[src/rtl/audio_sched.sv]
// audio_sched: round-robin time-slot scheduler feeding the shared 1-bit audio DAC.
// Each source's latest sample is held, optionally attenuated by a per-source
// right shift, and presented to the DAC for one slot of 2^SLOTW clocks.
// Muted sources are skipped. If every source is muted, the DAC sees silence.
// Optional feature: define AUDIO_SCHED_ATTEN_EN to build the per-source
// attenuation registers and enable the cfg write port. Without it, the cfg
// inputs are ignored and samples pass through unshifted.
module audio_sched #(
    parameter int N     = 4,
    parameter int SLOTW = 1
) (
    input  logic           clock_i,
    input  logic           reset_i,
    input  logic [8*N-1:0] di_i,
    input  logic [N-1:0]   stb_i,
    input  logic [N-1:0]   mute_i,
    input  logic           cfg_we_i,
    input  logic [2:0]     cfg_addr_i,
    input  logic [2:0]     cfg_data_i,
    output logic [7:0]     dac_di_o,
    output logic           dac_load_o,
    output logic [2:0]     slot_o
);

    logic [SLOTW-1:0] cnt_q, cnt_d;
    logic [2:0]       idx_q, idx_d;
    logic [7:0]       dac_q, dac_d;
    logic             load_q, load_d;
    logic [7:0]       hold_q [N];

    logic             found;
    logic [2:0]       nxt;
    logic [3:0]       cand;
    logic             cand_mute;
    logic [7:0]       sel_hold;
    logic [7:0]       sel_samp;

    // Holding registers capture a source sample whenever its strobe is high.
    always_ff @(posedge clock_i or posedge reset_i) begin
        if (reset_i) begin
            for (int k = 0; k < N; k++) hold_q[k] <= 8'h00;
        end else begin
            for (int k = 0; k < N; k++) begin
                if (stb_i[k]) hold_q[k] <= di_i[8*k +: 8];
            end
        end
    end

`ifdef AUDIO_SCHED_ATTEN_EN
    logic [2:0] att_q [N];
    logic [2:0] sel_att;

    // Attenuation registers; addresses at or above N address nothing.
    always_ff @(posedge clock_i or posedge reset_i) begin
        if (reset_i) begin
            for (int k = 0; k < N; k++) att_q[k] <= 3'd0;
        end else begin
            for (int k = 0; k < N; k++) begin
                if (cfg_we_i && (cfg_addr_i == 3'(k))) att_q[k] <= cfg_data_i;
            end
        end
    end

    // Look up the attenuation of the source chosen for the next slot.
    always_comb begin
        sel_att = 3'd0;
        for (int k = 0; k < N; k++) begin
            if (nxt == 3'(k)) sel_att = att_q[k];
        end
        sel_samp = sel_hold >> sel_att;
    end
`else
    logic unused_cfg;
    assign unused_cfg = cfg_we_i ^ (^cfg_addr_i) ^ (^cfg_data_i);

    // Without attenuation, the held sample goes straight to the DAC.
    always_comb begin
        sel_samp = sel_hold;
    end
`endif

    // Pick the next unmuted source after idx; idx itself is the last candidate.
    always_comb begin
        found     = 1'b0;
        nxt       = idx_q;
        cand      = 4'd0;
        cand_mute = 1'b1;
        sel_hold  = 8'h00;
        for (int i = 1; i <= N; i++) begin
            cand = {1'b0, idx_q} + 4'(i);
            if (cand >= 4'(N)) cand = cand - 4'(N);
            cand_mute = 1'b1;
            for (int k = 0; k < N; k++) begin
                if (cand == 4'(k)) cand_mute = mute_i[k];
            end
            if (!found && !cand_mute) begin
                found = 1'b1;
                nxt   = cand[2:0];
            end
        end
        for (int k = 0; k < N; k++) begin
            if (nxt == 3'(k)) sel_hold = hold_q[k];
        end
    end

    // Slot timing: outputs only change on the edge where the counter is all-ones.
    always_comb begin
        cnt_d  = cnt_q + SLOTW'(1);
        idx_d  = idx_q;
        dac_d  = dac_q;
        load_d = 1'b0;
        if (cnt_q == '1) begin
            load_d = 1'b1;
            if (found) begin
                idx_d = nxt;
                dac_d = sel_samp;
            end else begin
                dac_d = 8'h00;
            end
        end
    end

    // Slot counter, active index and DAC output registers.
    always_ff @(posedge clock_i or posedge reset_i) begin
        if (reset_i) begin
            cnt_q  <= '0;
            idx_q  <= 3'(N - 1);
            dac_q  <= 8'h00;
            load_q <= 1'b0;
        end else begin
            cnt_q  <= cnt_d;
            idx_q  <= idx_d;
            dac_q  <= dac_d;
            load_q <= load_d;
        end
    end

    assign dac_di_o   = dac_q;
    assign dac_load_o = load_q;
    assign slot_o     = idx_q;

endmodule

[config.mk]
export PLATFORM = sky130hd
export DESIGN_NAME = audio_sched
export DESIGN_NICKNAME = d
export VERILOG_FILES = /design/src/rtl/audio_sched.sv
export SDC_FILE = /design/constraint.sdc
export NUM_CORES = 1
export LEC_CHECK = 0
export BUFFER_PORTS_ARGS = -buffer_cell sky130_fd_sc_hd__buf_2
export CAP_MARGIN = 20
export CORE_ASPECT_RATIO = 1.25
export CORE_UTILIZATION = 58
export CTS_BUF_LIST = sky130_fd_sc_hd__clkbuf_4 sky130_fd_sc_hd__clkbuf_8 sky130_fd_sc_hd__clkbuf_16
export DETAILED_ROUTE_END_ITERATION = 8
export PLACE_DENSITY = 0.92
export SYNTH_ARGS = -nofsm -noshare
export SYNTH_HDL_FRONTEND = slang
export SYNTH_SLANG_ARGS = --single-unit
[constraint.sdc]
create_clock -name clock_i -period 4.6 [get_ports clock_i]
set_input_delay 0.46 -clock clock_i [delete_from_list [all_inputs] [get_ports clock_i]]
set_output_delay 0.46 -clock clock_i [all_outputs]
set_load 0.01 [all_outputs]
Word level (Yosys, flattened, before mapping)
Cells that the tools add are included.

cells by class
  add/sub/neg operators = 9
  magnitude comparators = 4
  equal/unequal tests = 15
  muxes and demuxes = 34
  reduce and logical (&&, ||, !) cells = 14

operators by type and width
  kind                                                  count
  2-to-1 mux 8 bit                                      5
  equality test 4 x 2 -> 1 bit (second input constant)  8
  2-to-1 mux 1 bit                                      21
  equality test 4 x 1 -> 1 bit (second input constant)  4
  >= comparator 4 x 3 -> 1 bit (second input constant)  4
  zero test 4 bit                                       4
  2-to-1 mux 4 bit                                      4
  subtractor 4 x 3 -> 4 bit (second input constant)     4
  2-to-1 mux 3 bit                                      4
  adder 3 x 2 -> 4 bit (second input constant)          2
  equality test 3 x 2 -> 1 bit (second input constant)  2
  zero test 1 bit                                       5
  adder 3 x 1 -> 4 bit (second input constant)          1
  adder 3 x 3 -> 4 bit (second input constant)          1
  equality test 3 x 1 -> 1 bit (second input constant)  1
  logical AND 1 bit                                     3
  zero test 3 bit                                       1
  AND reduction 2 bit                                   1
  adder 1 bit (second input constant)                   1

word-level totals
  register bits = 45
  word-level logic and storage cells = 84

Longest topological paths before layout
Gate-level depths: netlist of run 1.

  depth after elaboration = 23
  depth in mapped cells = 12
  mapped depth without buffers = 9

Least setup slack after synthesis of run 1
OpenSTA, ideal clock, no wires.

  path kind = reg-to-reg
  start = register idx_q[1], in the netlist slot_o[1]
  end = register dac_q[0], in the netlist dac_di_o[0]
  data arrival time = 2.951 ns
  path slack = 1.516 ns
  cell stages (with the launch flop) = 12
  buffers on the path = 2
  cell sequence = dfstp_2 buf_2 inv_1 ha_1 nor3b_2 a2111oi_2 or3b_4 or3b_1 o31a_1 buf_6 o31ai_1 a32oi_1

between the ends
  cells in the longest elaborated chain, start to end = 23

RTL lines
  item                                                                       line  source
  from (decl)                                                                26    logic [2:0] idx_q, idx_d;
  from (signal assigned)                                                     127   idx_q <= 3'(N - 1);
  from (signal assigned)                                                     132   idx_q <= idx_d;
  adder 3 x 2 -> 4 bit                                                       90    cand = {1'b0, idx_q} + 4'(i);
  subtractor 4 x 3 -> 4 bit or >= comparator 4 x 3 -> 1 bit (tied branches)  91    if (cand >= 4'(N)) cand = cand - 4'(N);
  2-to-1 mux 4 bit                                                           91
  zero test 4 bit                                                            94    if (cand == 4'(k)) cand_mute = mute_i[k];
  2-to-1 mux 1 bit (4 in series)                                             94
  zero test 1 bit                                                            96    if (!found && !cand_mute) begin
  logical AND 1 bit                                                          96
  2-to-1 mux 1 bit                                                           96
  zero test 1 bit                                                            96
  logical AND 1 bit                                                          96
  2-to-1 mux 1 bit                                                           96
  zero test 1 bit                                                            96
  logical AND 1 bit                                                          96
  2-to-1 mux 3 bit                                                           96
  zero test 3 bit                                                            102   if (nxt == 3'(k)) sel_hold = hold_q[k];
  2-to-1 mux 8 bit (4 in series)                                             102
  2-to-1 mux 8 bit *                                                         114   if (found) begin
  to (signal assigned)                                                       128   dac_q <= 8'h00;
  to (signal assigned)                                                       133   dac_q <= dac_d;
  to (decl)                                                                  27    logic [7:0] dac_q, dac_d;

Every way passes the cells marked *; elsewhere a longest branch is shown, timed or not.
A chain may end at the register's enable or synchronous reset.

Worst setup path in the final report of run 1
  start = register idx_q[0], in the netlist slot_o[0]
  end = register dac_q[4], in the netlist dac_di_o[4]

Same word-level chain as after synthesis.

==> results of run 1 <==
## layout by cell type, fill, tap and decap left out, types with 9 or more instances in the layout
| cell type | count |
|---|---|
| buf_2 | 53 |
| dfrtp_1 | 43 |
| nand2_1 | 28 |
| mux2_2 | 24 |
| inv_1 | 14 |
| o21ai_0 | 14 |
| o211ai_1 | 9 |
## tightest hold or removal path: cells and delay by family
| kind | cells | cell delay (ns) |
|---|---|---|
| buf+inv | 3 | 0.58 |
## worst max-delay path by stage
stage          depth (start not counted)                      end
2_1_floorplan                         11  dac_di_o[0]$_DFFE_PP0P_
3_3_place_gp                           7  dac_di_o[0]$_DFFE_PP0P_
3_5_place_dp                           7  dac_di_o[0]$_DFFE_PP0P_
4_1_cts                                7  dac_di_o[4]$_DFFE_PP0P_
5_1_grt                                9  dac_di_o[4]$_DFFE_PP0P_
6_report                               7  dac_di_o[4]$_DFFE_PP0P_
## sequential cells by signal, indices dropped and copies added, names as in the netlist
register	flops
hold_q	32
dac_di_o	8
slot_o	3
cnt_q	1
dac_load_o	1
## through the flow
stage / instances / utilization (%) / cell area (um2) / power, mW
after floorplan: 241 / - / 2660 / 1.89
after global placement: 338 / 66.1 / 2900 / 2.03
after detailed placement: 338 / 66.1 / 2900 / 2.08
after CTS: 346 / 68.7 / 3020 / 2.39
after global routing: 346 / 68.7 / 3020 / 2.58
final: 346 / 68.7 / 3020 / 2.40
## where the power goes
group	internal, mW	switching [mW]	total (mW)
logic	0.624	0.897	1.52
clock network	0.163	0.138	0.300
registers	0.489	0.0850	0.574
## layer usage
| metal | wire [um] | up-vias | share of wire, % | global-route usage [%] |
|---|---|---|---|---|
| met1 | 2280 | 1032 | 39 | 28.5 |
| li1 | - | 1002 | - | - |
| met5 | 0 | - | 0 | 0 |
| met4 | 231 | 0 | 4.0 | 15.1 |
| met3 | 200 | 22 | 3.4 | 4.41 |
| met2 | 3090 | 65 | 53 | 44.6 |
## final cells by class
cell class / instances / share of cell area [%]
Sequential cell: 45 / 37.4
Clock buffer: 5 / 2.28
Clock inverter: 3 / 1.53
Tap cell: 58 / 2.41
Multi-Input combinational cell: 166 / 45.5
Inverter: 15 / 1.87
Timing Repair Buffer: 54 / 9.04
## kinds of logic (layout without fill, tap and decap cells)
| kind of cell | Yosys count | after routing |
|---|---|---|
| muxes | 25 | 25 |
| buffers and inverters | 30 | 77 |
| DFF | 45 | 45 |
| AOI/OAI and AO/OA | 75 | 75 |
| adders and majority gates | 8 | 8 |
| and+or+nand+nor | 57 | 57 |
| xor gates and xnor gates | 1 | 1 |
==> results.cfg, run 1 <==
[flow_run]
cap_violations = 0

[floorplan]
pin_count = 61
die_w_um = 62.6
dieArea_um2 = 4860
fp.coreArea_um2 = 4390
die_y_um = 77.7
placementRows = 27
initial_utilization_pct = 60.5

[cts]
cts.reportedPaths.clkPinSlew_ns = 0.09
cts_inserted_buffers = 5
root_buffer = clkbuf_8
clock_buffer_depth = 2
cts_htree_levels = 2
cts-resized-gates = 0
clock_sinks = 45
post-cts-setup-buffers = 0
cts_tree = yes
total_of_hold_buffers_inserted_after_clock_tree_synthesis = 0
worstSkewPairLatency_ns = 0.30

[final_layout]
fillCellCount = 338
multi_input_area_um2 = 1370
n_antenna_cell = 0
final_layout_size_suffix_gt1_share_pct = 36.5
flow.area_growth_from_synthesis_pct = 13.5
ff_latch_area_um2 = 1130
design.final.nets = 344

[sta]
timing_max_transition_violations_final = 0
final.period_utilization_pct = 78.4
grt_setup_unrepaired = no
maxSlewHeadroom_pct = 36.6
final.hold.worst_slack_ns = 0.284
timing.final.crit_period_ns = 3.61
final.setup_skew_ns = 0.00440
postLayoutSetupSlackWorst_ns = 0.993
max_slew.worst_pin.slew_ns = 0.950
fin_setup_tns_ns = 0
timing.final.hold_violations = 0
fmaxAchievable_ghz = 0.277
finalSetupViolCount = 0

[synth]
synthMuxAreaShare_pct = 10.5
synthMostInstantiatedCell = dfrtp_1
synthSimpleGateAreaFrac_pct = 11.8
edff_count_synth = 0
synth-seq-area-share_pct = 42.4
post-synth-top-area-cell = dfrtp_1
synth_xor_area_share_pct = 0.329
share_of_async_settable_or_async_resettable_flops_after_synthesis_pct = 100
synth_top_cell_area_share_pct = 40.5
synth.cell_area_um2 = 2660
syn-mean-instance-area_um2 = 11.0
synth-seq-cells = 45
post_synthesis_compound_gate_area_fraction_pct = 25.1
synth.cells.most_frequent = dfrtp_1 (43), nand2_1 (28), mux2_2 (24), inv_1 (14), o21ai_0 (14)
synthTopCellsByArea = dfrtp_1 (40%), mux2_2 (10%), nand2_1 (4.0%), ha_1 (3.8%), a32oi_1 (2.6%)
gate_count_post_synth = 241
cell_variety_after_synth = 49
postSynthNetCount = 298
synth-adder-area-share_pct = 3.76
yosysWarningCount = 0
synth_top_flop_cell = dfrtp_1
synth_top_family_by_area = compound AO/OA/AOI/OAI gates

[worst_setup_path]
criticalPathCategory = register to register
slowest_delay_ns = 0.92
cp.required_ns = 4.76
critical_path.endpoint_type = register
cp_num_buf_inv = 1
crit_slowest_cell = a2111oi_4
reg2reg_from = slot_o[0]$_DFFE_PP1P_
worst_setup_path_start_kind = register
worstRegToRegCells = 7
worst_r2r_endpoint = dac_di_o[4]$_DFFE_PP0P_
timing.critical_path.from = slot_o[0]$_DFFE_PP1P_
worstPathArrival_ns = 3.77
cp_top_family = compound AO/OA/AOI/OAI gates
critical_path_peak_fanout = 21
regToRegSetupSlack_ns = 0.99
cp_cell_sequence = inv_1, ha_1, a2111oi_4, a21oi_2, o211a_1, o31ai_1, a32oi_1

[detailed_routing]
num_vias = 2121
via_per_inst = 6.13
drt-total-wl_mm = 5.80
postRouteAntennaNets = 0
drt-wirelength-per-cell_um = 16.8
drt_first_iter_violations = 69
detailedRoute.firstPassIterationCount = 4
drc = 0

[power_and_ir_drop]
ir_worst_vdd_v = 0.000468
cellLeakagePower_nw = 1.31
power_density_nw_per_um2 = 794

[grt]
wire_length_of_the_first_global_routing_pass_mm = 9.56
grt_remaining_overflow = 0
grt_max_degree = 46
global_route.usage.total_pct = 25.4
grt_antenna_before_repair = 0
via_count_of_the_first_global_routing_pass = 2128

[placed_design]
dp.final_hpwl_mm = 4.25
dp_worst_setup_slack_ns = 1.09
io_buffer_count = 53
gp_congestion = 0.861

[run_status]
outcome = completed

[hold_path]
timing.hold.worst.class = input port to asynchronous set/reset pin
Power figures use the tool's default switching activity.
==> inputs of run 2 (changes only) <==
--- a/config.mk
+++ b/config.mk
@@ -8,10 +8,10 @@
 export BUFFER_PORTS_ARGS = -buffer_cell sky130_fd_sc_hd__buf_2
 export CAP_MARGIN = 20
 export CORE_ASPECT_RATIO = 1.25
-export CORE_UTILIZATION = 58
+export CORE_UTILIZATION = 49
 export CTS_BUF_LIST = sky130_fd_sc_hd__clkbuf_4 sky130_fd_sc_hd__clkbuf_8 sky130_fd_sc_hd__clkbuf_16
 export DETAILED_ROUTE_END_ITERATION = 8
-export PLACE_DENSITY = 0.92
+export PLACE_DENSITY = 0.83
 export SYNTH_ARGS = -nofsm -noshare
 export SYNTH_HDL_FRONTEND = slang
 export SYNTH_SLANG_ARGS = --single-unit
==> constraint.sdc (replaced) <==
create_clock -name clock_i -period 3 [get_ports clock_i]
set_input_delay 0.3 -clock clock_i [delete_from_list [all_inputs] [get_ports clock_i]]
set_output_delay 0.3 -clock clock_i [all_outputs]
set_load 0.01 [all_outputs]
==> run 2 against run 1 <==
  * Combinational power grew 130%
  * Worst setup slack lost 0.89 ns
  * Clock power grew 27%
  * Global-route usage shrank 3.0 points
  * Final cell count grew 9.5%
  * Critical path depth grew 3
  * Hold slack lost 0.082 ns
  * Sequential cell count is the same
  * Core utilization shrank 1.9 points
  * Routed wire length grew 12%
  * Critical path type unchanged
  * Largest cell class unchanged
  * Highest routed layer unchanged
==> results.cfg, run 2 (synthesized netlist as in run 1, its figures left out) <==
[run_status]
outcome = completed

[grt]
via_count_of_the_first_global_routing_pass = 2122
wire_length_of_the_first_global_routing_pass_mm = 9.66
grt_antenna_before_repair = 0
grt_max_degree = 27
global_route.usage.total_pct = 22.4
grt_remaining_overflow = 0

[floorplan]
die_w_um = 67.9
placementRows = 29
fp.coreArea_um2 = 5150
pin_count = 61
initial_utilization_pct = 51.6
die_y_um = 84.4
dieArea_um2 = 5730

[placed_design]
io_buffer_count = 53
dp.final_hpwl_mm = 4.48
dp_worst_setup_slack_ns = -0.0507
numPlacedInstances = 362
gp_congestion = 0.870

[cts]
clock_sinks = 45
cts.reportedPaths.clkPinSlew_ns = 0.08
root_buffer = clkbuf_8
cts_tree = yes
cts_htree_levels = 2
worstSkewPairLatency_ns = 0.30
cts_inserted_buffers = 5
clock_buffer_depth = 2

[flow_run]
cap_violations = 0

[worst_setup_path]
worstRegToRegCells = 10
critical_path_peak_fanout = 8
criticalPathCategory = register to register
cp.required_ns = 3.22
regToRegSetupSlack_ns = 0.10
worst_setup_path_start_kind = register
worst_r2r_endpoint = dac_di_o[0]$_DFFE_PP0P_
critical_path.endpoint_type = register
reg2reg_from = slot_o[0]$_DFFE_PP1P_
worstPathArrival_ns = 3.12

[power_and_ir_drop]
cellLeakagePower_nw = 1.48
ir_worst_vdd_v = 0.000683
power_density_nw_per_um2 = 1340

[sta]
timing.final.crit_period_ns = 2.90
postLayoutSetupSlackWorst_ns = 0.105
final.setup_skew_ns = 0.00685
timing.final.hold_violations = 0
maxSlewHeadroom_pct = 36.5
final.period_utilization_pct = 96.5
timing_max_transition_violations_final = 0
finalSetupViolCount = 0
fin_setup_tns_ns = 0
fmaxAchievable_ghz = 0.345
grt_setup_unrepaired = no
max_slew.worst_pin.slew_ns = 0.928

[hold_path]
hold_path_startpoint = di_i[18]
timing.hold.worst.class = input port to register
hold_path_end = hold_q[10]$_DFFE_PP0P_
hold-path-cell-count = 3

[detailed_routing]
drc = 0
detailedRoute.firstPassIterationCount = 4
via_per_inst = 6.04
postRouteAntennaNets = 0
drt_first_iter_violations = 124
drt-total-wl_mm = 6.47
num_vias = 2289
drt-wirelength-per-cell_um = 17.1

[final_layout]
largest_register_ff_count = 32
mostFrequentLayoutCell = buf_2
fin_util_pct = 66.8
fin_cells = 379
flow.area_growth_from_synthesis_pct = 29.4
fillCellCount = 392
most-common-layout-cells = buf_2 (53), dfrtp_1 (43), nand2_1 (28)
n_antenna_cell = 0
final_layout_size_suffix_gt1_share_pct = 47.0
largest_register = hold_q
design.final.nets = 373
## run 2: changes by cell type in the layout (fill, tap and decap cells not counted), moves of 3 or more
cell / delta
buf_12: +3
ha_1: -7
a2111oi_2: -3
a2111oi_4: +3
ha_2: +5
buf_4: +20
## run 2: how the worst max path moves through the flow
stage / startpoint / end / slack, ns / cells after the start
6_report: slot_o[0]$_DFFE_PP1P_ / dac_di_o[0]$_DFFE_PP0P_ / 0.10 / 10
5_1_grt: slot_o[0]$_DFFE_PP1P_ / dac_di_o[0]$_DFFE_PP0P_ / 0.007 / 11
4_1_cts: slot_o[0]$_DFFE_PP1P_ / dac_di_o[1]$_DFFE_PP0P_ / 0.01 / 10
3_5_place_dp: slot_o[0]$_DFFE_PP1P_ / dac_di_o[1]$_DFFE_PP0P_ / -0.05 / 10
3_3_place_gp: slot_o[0]$_DFFE_PP1P_ / dac_di_o[1]$_DFFE_PP0P_ / 0.07 / 10
2_1_floorplan: slot_o[0]$_DFFE_PP1P_ / dac_di_o[0]$_DFFE_PP0P_ / 0.01 / 11
## run 2: per-stage QoR
step	power, mW	area, um2	hold slack [ns]
4_1_cts	4.02	3210	0.200
2_1_floorplan	2.92	2670	0.407
5_1_grt	4.90	3440	0.201
3_3_place_gp	3.45	3080	0.477
6_report	4.63	3440	0.201
3_5_place_dp	3.53	3080	0.477
## run 2: layout make-up
type / instances / area [um2] / share of cell area, %
clock buffer: 7 / 83.8 / 2.44
clock inverter: 1 / 7.51 / 0.218
inverter: 15 / 56.3 / 1.64
multi-input combinational: 168 / 1530 / 44.5
sequential: 45 / 1130 / 32.8
tap: 62 / 77.6 / 2.25
timing repair buffer: 81 / 557 / 16.2
## run 2: repair_timing
action / 4_1_cts / 5_1_grt
endpoints found under the hold margin: 0 / 2
pin swaps: 1 / 7
setup endpoints to repair: 8 / 8
gates resized for setup: 1 / 26
hold buffers: 0 / 1
setup buffers: 1 / 4
cloned: 0 / 2
## run 2: report_power, final
part	internal, mW	leakage (nW)	total (mW)	switching (mW)
registers	0.748	0.539	0.820	0.0713
clock network	0.183	0.0453	0.380	0.197
logic	1.65	0.892	3.43	1.78
total	2.58	1.48	4.63	2.05
## run 2: routing by layer
| layer | up-vias | global-route usage, % | share of wire, % |
|---|---|---|---|
| met3 | 24 | 3.53 | 5.0 |
| met4 | 0 | 11.4 | 4.1 |
| met5 | - | 0 | 0 |
| met1 | 1100 | 27.6 | 39 |
| met2 | 94 | 37.0 | 52 |
| li1 | 1071 | - | - |
## run 2: critical path: stages (launching register included)
cell       delay [ns]
dfstp_2          0.58
buf_4            0.12
ha_2             0.23
nor3b_4          0.24
a2111oi_4        0.08
or3b_4           0.44
or4_4            0.47
o311ai_2         0.11
buf_4            0.21
o211ai_1         0.12
a32oi_1          0.21
==> inputs of run 3 (changes only) <==
--- a/config.mk
+++ b/config.mk
@@ -8,6 +8,7 @@
 export BUFFER_PORTS_ARGS = -buffer_cell sky130_fd_sc_hd__buf_2
 export CAP_MARGIN = 20
 export CORE_ASPECT_RATIO = 1.25
+export CORE_MARGIN = 2
 export CORE_UTILIZATION = 49
 export CTS_BUF_LIST = sky130_fd_sc_hd__clkbuf_4 sky130_fd_sc_hd__clkbuf_8 sky130_fd_sc_hd__clkbuf_16
 export DETAILED_ROUTE_END_ITERATION = 8
==> run 3 against run 2 <==
  * Register-to-register slack barely moved
  * Sequential power decreased by 0.6%
  * Sequential share of layout area is 2.0 points higher
  * Worst setup slack worse by 0.012 ns
  * Largest cell class unchanged
  * Routed wire length down 7.9%
  * Combinational power decreased by 14%
  * Total power decreased by 11%
  * Clock-buffer cell count down 1
  * Global-route usage is 2.4 points lower
  * Clock skew is essentially flat
  * Core utilization shrank 5.9 points
==> results.cfg, run 3 (synthesized netlist as in run 1, its figures left out) <==
[hold_path]
timing.hold.worst.class = input port to asynchronous set/reset pin

[worst_setup_path]
criticalPathCategory = register to register
worstRegToRegCells = 9
critical_path_peak_fanout = 16
regToRegSetupSlack_ns = 0.09
worst_r2r_endpoint = dac_di_o[3]$_DFFE_PP0P_
critical_path.endpoint_type = register
cp.required_ns = 3.17
reg2reg_from = slot_o[0]$_DFFE_PP1P_
worst_setup_path_start_kind = register
worstPathArrival_ns = 3.08

[detailed_routing]
detailedRoute.firstPassIterationCount = 4
via_per_inst = 5.72
drt-wirelength-per-cell_um = 16.0
highest_layer = met4
drt_first_iter_violations = 112
postRouteAntennaNets = 0
drc = 0
met1_length_mm = 2.38
num_vias = 2135
met2_wirelength_mm = 3.16
drt-total-wl_mm = 5.96
met3_routed_wl_um = 215

[final_layout]
n_antenna_cell = 0
fin_cells = 373
multi_input_area_um2 = 1450
largest_register = hold_q
most-common-layout-cells = buf_2 (53), dfrtp_1 (43), nand2_1 (28)
ff_latch_area_um2 = 1130
design.final.nets = 365
final_layout_size_suffix_gt1_share_pct = 43.7
mostFrequentLayoutCell = buf_2
largest_register_ff_count = 32
flow.area_growth_from_synthesis_pct = 22.1
fillCellCount = 472

[floorplan]
fp.coreArea_um2 = 5330
die_w_um = 69.9
pin_count = 61
die_y_um = 86.4
placementRows = 30
dieArea_um2 = 6030
initial_utilization_pct = 49.9

[sta]
fmaxAchievable_ghz = 0.344
timing_max_transition_violations_final = 0
fin_setup_tns_ns = 0
final.period_utilization_pct = 96.9
grt_setup_unrepaired = no
timing.final.crit_period_ns = 2.91
final.setup_skew_ns = 0.00725
max_slew.worst_pin.slew_ns = 0.645
postLayoutSetupSlackWorst_ns = 0.0927
maxSlewHeadroom_pct = 57.0
finalSetupViolCount = 0
final.hold.worst_slack_ns = 0.130
timing.final.hold_violations = 0

[cts]
cts_tree = yes
root_buffer = clkbuf_8
worstSkewPairLatency_ns = 0.29
clock_sinks = 45
clock_buffer_depth = 2
cts_inserted_buffers = 5
cts_htree_levels = 2
cts.reportedPaths.clkPinSlew_ns = 0.08
total_of_hold_buffers_inserted_after_clock_tree_synthesis = 0

[power_and_ir_drop]
fin_total_pwr_mw = 4.13
power_density_nw_per_um2 = 1270
cellLeakagePower_nw = 1.42
ir_worst_vdd_v = 0.000619

[grt]
wire_length_of_the_first_global_routing_pass_mm = 9.68
via_count_of_the_first_global_routing_pass = 2114
grt_antenna_before_repair = 0
global_route.usage.total_pct = 20.0
grt_max_degree = 46
grt_remaining_overflow = 0

[placed_design]
io_buffer_count = 53
gp_congestion = 0.830
dp_worst_setup_slack_ns = -0.00544
dp.final_hpwl_mm = 4.48
numPlacedInstances = 360

[flow_run]
cap_violations = 0

[run_status]
outcome = completed
==> run 3: changes by cell type in the layout (fill, tap and decap cells not counted), moves of 2 or more <==
cell / before / now
ha_1: 1 / 6
o31a_1: 3 / 1
ha_4: 2 / 0
clkinv_2: 0 / 2
buf_12: 3 / 1
ha_2: 5 / 2
==> run 3: cell type report <==
type	count	area share (%)
Inverter	15	1.73
Clock buffer	6	2.35
Sequential cell	45	34.8
Clock inverter	2	0.308
Timing Repair Buffer	75	13.6
Tap cell	64	2.47
Multi-Input combinational cell	166	44.7
==> run 3: critical path, stage by stage (launching register included) <==
cell	delay, ns
dfstp_2	0.53
buf_4	0.13
ha_2	0.26
nor3b_4	0.25
a2111oi_4	0.08
or3b_4	0.45
or4_4	0.46
o311a_4	0.22
o31ai_2	0.31
a32oi_1	0.08
==> run 3: worst max-delay path by stage <==
stage                                          to             startpoint  slack (ns)  cells after the start
after floorplan           dac_di_o[0]$_DFFE_PP0P_  slot_o[0]$_DFFE_PP1P_        0.01                     11
after global placement    dac_di_o[3]$_DFFE_PP0P_  slot_o[1]$_DFFE_PP1P_        0.09                      9
after detailed placement  dac_di_o[3]$_DFFE_PP0P_  slot_o[1]$_DFFE_PP1P_      -0.005                     10
after CTS                 dac_di_o[2]$_DFFE_PP0P_  slot_o[1]$_DFFE_PP1P_        0.02                     10
after global routing      dac_di_o[1]$_DFFE_PP0P_  slot_o[1]$_DFFE_PP1P_       0.003                     11
final                     dac_di_o[3]$_DFFE_PP0P_  slot_o[0]$_DFFE_PP1P_        0.09                      9
==> run 3: repair_timing <==
action | CTS | global route
endpoints found under the setup margin | 2 | 9
setup buffers | 1 | 4
pin swaps | 1 | 4
resized for setup | 1 | 12
==> run 3: metal layers <==
metal,track usage (%),up-vias
li1,-,1037
met1,24.0,1028
met2,35.6,57
met3,2.91,13
met4,8.74,0
met5,0,-
==> run 3: per-stage QoR <==
| stage | area (um2) | utilization, % |
|---|---|---|
| after floorplan | 2670 | - |
| after global placement | 3040 | 57.1 |
| after detailed placement | 3040 | 57.1 |
| after CTS | 3140 | 58.9 |
| after global routing | 3250 | 60.9 |
| final | 3250 | 60.9 |
==> run 3: report_power, final <==
part	switching [mW]	internal, mW	leakage (nW)
clock	0.193	0.171	0.0484
sequential	0.0666	0.748	0.539
combinational	1.60	1.34	0.833
